File: src/rtl/norm_shiftleft24_pkg.sv
// Shared FPU widths, pipeline beat types and the leading-zero counter used by the normalizer.
package norm_shiftleft24_pkg;

   localparam int MANT_W = 24;
   localparam int EXP_W  = 8;
   localparam int LZC_W  = 5;

   typedef struct packed {
      logic             sign;
      logic [EXP_W-1:0] exp;
      logic [MANT_W-1:0] mant;
      logic [LZC_W-1:0] lzc;
   } s1_t;

   typedef struct packed {
      logic             sign;
      logic [EXP_W-1:0] exp;
      logic [MANT_W-1:0] mant;
      logic             zero;
      logic             uflow;
   } res_t;

   // Scanning upward lets the highest set bit win; an all-zero mantissa yields MANT_W.
   function automatic logic [LZC_W-1:0] lzc24(input logic [MANT_W-1:0] m);
      logic [LZC_W-1:0] cnt;
      cnt = LZC_W'(MANT_W);
      for (int i = 0; i < MANT_W; i++) begin
         if (m[i]) cnt = LZC_W'(MANT_W - 1 - i);
      end
      return cnt;
   endfunction

endpackage

File: src/rtl/norm_shiftleft24_if.sv
// Valid/ready input and output channels of the normalizer; master drives the input side.
interface norm_shiftleft24_if;
   import norm_shiftleft24_pkg::*;

   logic              in_valid;
   logic              in_ready;
   logic              in_sign;
   logic [EXP_W-1:0]  in_exp;
   logic [MANT_W-1:0] in_mant;
   logic              out_valid;
   logic              out_ready;
   logic              out_sign;
   logic [EXP_W-1:0]  out_exp;
   logic [MANT_W-1:0] out_mant;
   logic              out_zero;
   logic              out_uflow;

   modport master (
      output in_valid, in_sign, in_exp, in_mant, out_ready,
      input  in_ready, out_valid, out_sign, out_exp, out_mant, out_zero, out_uflow
   );

   modport slave (
      input  in_valid, in_sign, in_exp, in_mant, out_ready,
      output in_ready, out_valid, out_sign, out_exp, out_mant, out_zero, out_uflow
   );

endinterface

File: src/rtl/norm_shiftleft24_shl.sv
// shiftleft24: combinational 5-level logarithmic left shifter (16/8/4/2/1), zero-filling from bit 0.
// Mirror of the right shifter; no state, no handshake.
module shiftleft24
   import norm_shiftleft24_pkg::*;
(
   output logic [MANT_W-1:0] out,
   input  logic [MANT_W-1:0] in,
   input  logic [LZC_W-1:0]  sel
);

   logic [MANT_W-1:0] st16, st8, st4, st2;

   assign st16 = sel[4] ? (in   << 16) : in;
   assign st8  = sel[3] ? (st16 << 8)  : st16;
   assign st4  = sel[2] ? (st8  << 4)  : st8;
   assign st2  = sel[1] ? (st4  << 2)  : st4;
   assign out  = sel[0] ? (st2  << 1)  : st2;

endmodule

File: src/rtl/norm_shiftleft24.sv
// Mantissa normalizer: 2-stage valid/ready pipeline (LZC in stage 1, clamped shift in stage 2), 2-cycle latency.
// Full throughput; a stalled output holds stable and backpressure reaches in_ready in the same cycle.
module norm_shiftleft24
   import norm_shiftleft24_pkg::*;
(
   input logic              clk,
   input logic              rst_n,
   norm_shiftleft24_if.slave bus
);

   s1_t              s1_d, s1_q;
   logic             s1_valid_d, s1_valid_q;
   res_t             s2_d, s2_q;
   logic             s2_valid_d, s2_valid_q;
   logic             s2_advance;
   logic             in_ready;
   logic [LZC_W-1:0] shamt;
   logic [MANT_W-1:0] shifted;

   assign s2_advance = !s2_valid_q || bus.out_ready;
   assign in_ready   = !s1_valid_q || s2_advance;

   always_comb begin
      s1_valid_d = s1_valid_q;
      s1_d       = s1_q;
      if (in_ready) begin
         s1_valid_d = bus.in_valid;
         if (bus.in_valid) begin
            s1_d.sign = bus.in_sign;
            s1_d.exp  = bus.in_exp;
            s1_d.mant = bus.in_mant;
            s1_d.lzc  = lzc24(bus.in_mant);
         end
      end
   end

   // Shift is clamped so the exponent never goes below 1; the excess becomes a denormal.
   always_comb begin
      shamt      = '0;
      s2_d       = s2_q;
      s2_valid_d = s2_valid_q;
      if (s1_q.mant == '0) begin
         shamt = '0;
      end else if (s1_q.exp == '0) begin
         shamt = '0;
      end else if (s1_q.exp > EXP_W'(s1_q.lzc)) begin
         shamt = s1_q.lzc;
      end else begin
         shamt = LZC_W'(s1_q.exp - EXP_W'(1));
      end
      if (s2_advance) begin
         s2_valid_d = s1_valid_q;
         if (s1_valid_q) begin
            s2_d.sign  = s1_q.sign;
            s2_d.mant  = shifted;
            s2_d.zero  = (s1_q.mant == '0);
            s2_d.uflow = (s1_q.mant != '0) && (s1_q.exp <= EXP_W'(s1_q.lzc));
            s2_d.exp   = ((s1_q.mant != '0) && (s1_q.exp > EXP_W'(s1_q.lzc)))
                         ? s1_q.exp - EXP_W'(s1_q.lzc) : '0;
         end
      end
   end

   shiftleft24 u_shl (
      .out (shifted),
      .in  (s1_q.mant),
      .sel (shamt)
   );

   always_ff @(posedge clk or negedge rst_n) begin
      if (!rst_n) begin
         s1_valid_q <= 1'b0;
         s1_q       <= '0;
         s2_valid_q <= 1'b0;
         s2_q       <= '0;
      end else begin
         s1_valid_q <= s1_valid_d;
         s1_q       <= s1_d;
         s2_valid_q <= s2_valid_d;
         s2_q       <= s2_d;
      end
   end

   assign bus.in_ready  = in_ready;
   assign bus.out_valid = s2_valid_q;
   assign bus.out_sign  = s2_q.sign;
   assign bus.out_exp   = s2_q.exp;
   assign bus.out_mant  = s2_q.mant;
   assign bus.out_zero  = s2_q.zero;
   assign bus.out_uflow = s2_q.uflow;

endmodule

File: src/flat_wrapper.sv
// flat-port wrapper written by rule: the top's interface ports become plain ports
module norm_shiftleft24_flat import norm_shiftleft24_pkg::*;
  (clk, rst_n, bus_in_valid, bus_in_sign, bus_in_exp, bus_in_mant, bus_out_ready, bus_in_ready, bus_out_valid, bus_out_sign, bus_out_exp, bus_out_mant, bus_out_zero, bus_out_uflow);
  norm_shiftleft24_if bus_i ();
  input logic clk;
  input logic rst_n;
  input wire logic [$bits(bus_i.in_valid)-1:0] bus_in_valid;
  input wire logic [$bits(bus_i.in_sign)-1:0] bus_in_sign;
  input wire logic [$bits(bus_i.in_exp)-1:0] bus_in_exp;
  input wire logic [$bits(bus_i.in_mant)-1:0] bus_in_mant;
  input wire logic [$bits(bus_i.out_ready)-1:0] bus_out_ready;
  output wire logic [$bits(bus_i.in_ready)-1:0] bus_in_ready;
  output wire logic [$bits(bus_i.out_valid)-1:0] bus_out_valid;
  output wire logic [$bits(bus_i.out_sign)-1:0] bus_out_sign;
  output wire logic [$bits(bus_i.out_exp)-1:0] bus_out_exp;
  output wire logic [$bits(bus_i.out_mant)-1:0] bus_out_mant;
  output wire logic [$bits(bus_i.out_zero)-1:0] bus_out_zero;
  output wire logic [$bits(bus_i.out_uflow)-1:0] bus_out_uflow;
  assign bus_i.in_valid = bus_in_valid;
  assign bus_i.in_sign = bus_in_sign;
  assign bus_i.in_exp = bus_in_exp;
  assign bus_i.in_mant = bus_in_mant;
  assign bus_i.out_ready = bus_out_ready;
  assign bus_in_ready = bus_i.in_ready;
  assign bus_out_valid = bus_i.out_valid;
  assign bus_out_sign = bus_i.out_sign;
  assign bus_out_exp = bus_i.out_exp;
  assign bus_out_mant = bus_i.out_mant;
  assign bus_out_zero = bus_i.out_zero;
  assign bus_out_uflow = bus_i.out_uflow;
  norm_shiftleft24 u_core (.clk(clk), .rst_n(rst_n), .bus(bus_i));
endmodule
File: config.mk
export PLATFORM = sky130hd
export DESIGN_NAME = norm_shiftleft24_flat
export DESIGN_NICKNAME = d
export VERILOG_FILES = /design/src/rtl/norm_shiftleft24_pkg.sv /design/src/rtl/norm_shiftleft24_if.sv /design/src/rtl/norm_shiftleft24_shl.sv /design/src/rtl/norm_shiftleft24.sv /design/src/flat_wrapper.sv
export SDC_FILE = /design/constraint.sdc
export NUM_CORES = 1
export LEC_CHECK = 0
export CAP_MARGIN = 20
export CORE_ASPECT_RATIO = 0.7
export CORE_MARGIN = 8
export CORE_UTILIZATION = 45
export DETAILED_ROUTE_END_ITERATION = 6
export PLACE_DENSITY = 0.69
export SETUP_SLACK_MARGIN = 0.5
export SLEW_MARGIN = 20
export SYNTH_ARGS = -nofsm -noshare
export SYNTH_HDL_FRONTEND = slang
export SYNTH_SLANG_ARGS = --single-unit
export TNS_END_PERCENT = 1
File: constraint.sdc
create_clock -name clk -period 3.3 [get_ports clk]
set_input_delay 0.495 -clock clk [delete_from_list [all_inputs] [get_ports clk]]
set_output_delay 0.495 -clock clk [all_outputs]
set_load 0.02 [all_outputs]
==> flow_summary.json <==
{
  "status": "finished, final reports clean",
  "maxCapViolCount": 0,
  "place_ws_ns": -0.0208,
  "syn_area_sq_um": 4580,
  "fmax_mhz": 306,
  "rsz0062_at_grt": "true",
  "ys_top_cells_by_area": "dfrtp_1 (41%), nand2_1 (11%), mux2i_1 (4.2%)",
  "io_buffers": 73,
  "met3_usage_pct": 4.59,
  "yosysUniqueCellTypes": 58,
  "fp-row-count": 30,
  "syn_inst": 560,
  "vias": 4724,
  "drcViolationCount": 0,
  "grt_pass1_wl_um": 25000,
  "cpPeakStageDelay_ns": 0.42,
  "design_area_sq_um": 6180,
  "cp-end-kind": "register",
  "final_common_cell": "nand2_1",
  "areaGrowthSynthToFinish_pct": 34.9,
  "layout-drive-gt1-share_pct": 14.8,
  "yosysTopAreaCell": "dfrtp_1",
  "cts_tree": "done",
  "crit_required_ns": 3.55,
  "cts_sinks": 75,
  "crit_chain": "inv_2, ha_1, inv_1, fa_2, a21o_1, a211oi_2, nor2_2, a211o_4, nor2_8, a21oi_1, a32oi_1, mux2i_1, or4_1, o211ai_1",
  "first_iter_violations": 338,
  "crit_buf_inv": 2,
  "cts_buffer_depth": 2,
  "clk_latency_ns": 0.34,
  "worstPathArrival_ns": 3.52,
  "grt_max_degree": 42,
  "synth-async-reset-ratio_pct": 100,
  "cts_hold_buf": 0,
  "worstRegToRegCells": 14,
  "synthFlopType": "dfrtp_1",
  "die_area_sq_um": 13700,
  "ys_seq_elements": 75,
  "synth_edf_count": 0,
  "die_h_um": 100,
  "grt_use_met2_pct": 32.6,
  "dpl.cell_count": 782,
  "slew_headroom_pct": 45.8,
  "h-tree-depth": 3,
  "synth_area_per_cell_sq_um": 8.18,
  "crit_family": "compound AO/OA/AOI/OAI gates",
  "finalWirelength_um": 15400,
  "power.density_nw_per_um2": 693,
  "ys_warn_count": 0,
  "crit_end": "u_core.bus.out_mant[14]",
  "gp_congestion": 0.876,
  "slowest_stage": "or4_1",
  "grt.busiest_layer": "met1",
  "slew_violations": 0,
  "grt_usage_pct": 23.2,
  "worstReg2RegStart": "u_core.s1_q[29]",
  "antenna_left": 0,
  "grt_pass1_vias": 4609,
  "worstSetupPathType": "register to register",
  "antenna_cells": 0,
  "crit_start": "u_core.s1_q[29]",
  "worst_slack_ns": 0.0314,
  "viasPerCell": 5.89,
  "cp-start-kind": "register",
  "fp.dieW_um": 137,
  "numCtsBuffers": 9,
  "synth_nets": 605,
  "r2r_slack_ns": 0.03,
  "power.leakage_nw": 2.77,
  "initial_core_util_pct": 46.7,
  "ioPinCount": 74,
  "dpl_cell_area_sq_um": 5810,
  "synth_seq_area_share_pct": 41.0,
  "holdWs_ns": 0.242,
  "nets": 714,
  "cts_root_buffer": "clkbuf_16",
  "ir_worst_vdd_mv": 0.305,
  "core_region_area_sq_um": 9800,
  "r2r-end": "u_core.bus.out_mant[14]",
  "hp-class": "input port to asynchronous set/reset pin",
  "setup_violations": 0,
  "stdcell_count": 802,
  "fin_crit_ns": 3.27,
  "use_met1_pct": 34.6,
  "layout_common_cells": "nand2_1 (135), dfrtp_1 (75), clkdlybuf4s50_1 (72), buf_4 (52), o21ai_0 (37)",
  "crit_cells": 14,
  "antenna_found_initial": 0,
  "dr.pass1.iters": 5,
  "synth_top_area_share_pct": 41.0,
  "fin_skew_ns": 0.00695,
  "cp_max_fo": 7,
  "grt_overflow": 0,
  "tightest_slew_ns": 0.812,
  "hold_violations": 0,
  "path_clk_slew_ns": 0.06,
  "routedWlPerCell_um": 19.3,
  "period_share_pct": 99.0,
  "post-dp-hpwl_um": 12000
}
kinds of logic after synthesis:
group	after synthesis	synth area share, %
compound gates	162	23.0
xor+xnor	9	1.72
fa+ha+maj	8	2.35
buf+inv	48	4.07
flops	75	41.0
mux	22	4.89
simple gates	236	23.0
registers in the layout (all words and copies together) (netlist names):
register              count
u_core.bus.out_valid      1
u_core.bus.out_zero       1
u_core.bus.out_mant      24
u_core.bus.out_uflow      1
u_core.bus.out_exp        8
u_core.s1_q              38
u_core.s1_valid_q         1
u_core.bus.out_sign       1
where the power goes:
group / internal (mW) / leakage, nW / total, mW / switching [mW]
registers: 1.15 / 0.933 / 1.32 / 0.171
logic: 0.944 / 1.71 / 2.08 / 1.14
clock network: 0.506 / 0.127 / 0.882 / 0.376
synth_stat cells (5+ instances only):
cell type,count
mux2i_1,19
a21oi_1,29
o22ai_1,13
nor4_1,12
a21o_1,15
nor2_1,27
xnor2_1,7
nand2_1,135
a31oi_1,8
o21ai_1,11
dfrtp_1,75
buf_2,5
o21ai_0,37
inv_1,16
clkbuf_1,27
ha_1,7
nor3_1,17
nand3_1,21
o221ai_1,9
final cells by class:
| class | instances | area (sq um) |
|---|---|---|
| multi-input combinational | 438 | 2640 |
| timing repair buffer | 129 | 1190 |
| tap | 128 | 160 |
| clock inverter | 3 | 15.0 |
| sequential | 75 | 1880 |
| inverter | 16 | 60.1 |
| clock buffer | 13 | 240 |
| fill | 846 | 3620 |
metrics by stage:
stage / util [%] / total power, mW / TNS [ns]
2_1_floorplan: - / 2.43 / 0
3_3_place_gp: 59.3 / 3.33 / 0
3_5_place_dp: 59.3 / 3.34 / -0.0283
4_1_cts: 62.6 / 4.27 / 0
5_1_grt: 63.1 / 4.54 / -1.00
6_report: 63.1 / 4.28 / 0
worst min path at each step:
stage / start / to / slack (ns) / cells past startpoint
after detailed placement: u_core.s1_q[37] / u_core.bus.out_sign / 0.46 / 2
after CTS: rst_n / u_core.bus.out_exp[6] / 0.28 / 1
after floorplan: rst_n / u_core.bus.out_exp[0] / 0.20 / 0
after global placement: u_core.s1_q[37] / u_core.bus.out_sign / 0.45 / 2
final: rst_n / u_core.bus.out_exp[6] / 0.24 / 1
after global routing: rst_n / u_core.bus.out_exp[6] / 0.33 / 1
metal layers:
layer	part of all wire (%)	up-vias
met3	7.0	21
li1	-	2248
met4	1.4	0
met1	50	2286
met5	0	-
met2	41	169
repair_timing:
| item | CTS | global route |
|---|---|---|
| buffers inserted | 3 | 0 |
| hold endpoints to repair | 0 | 0 |
| pin swaps | 1 | 0 |
| endpoints found under the setup margin | 24 | 24 |
| gates cloned | 1 | 0 |
| gates resized for setup | 6 | 11 |
(Power assumes the default switching activity.)
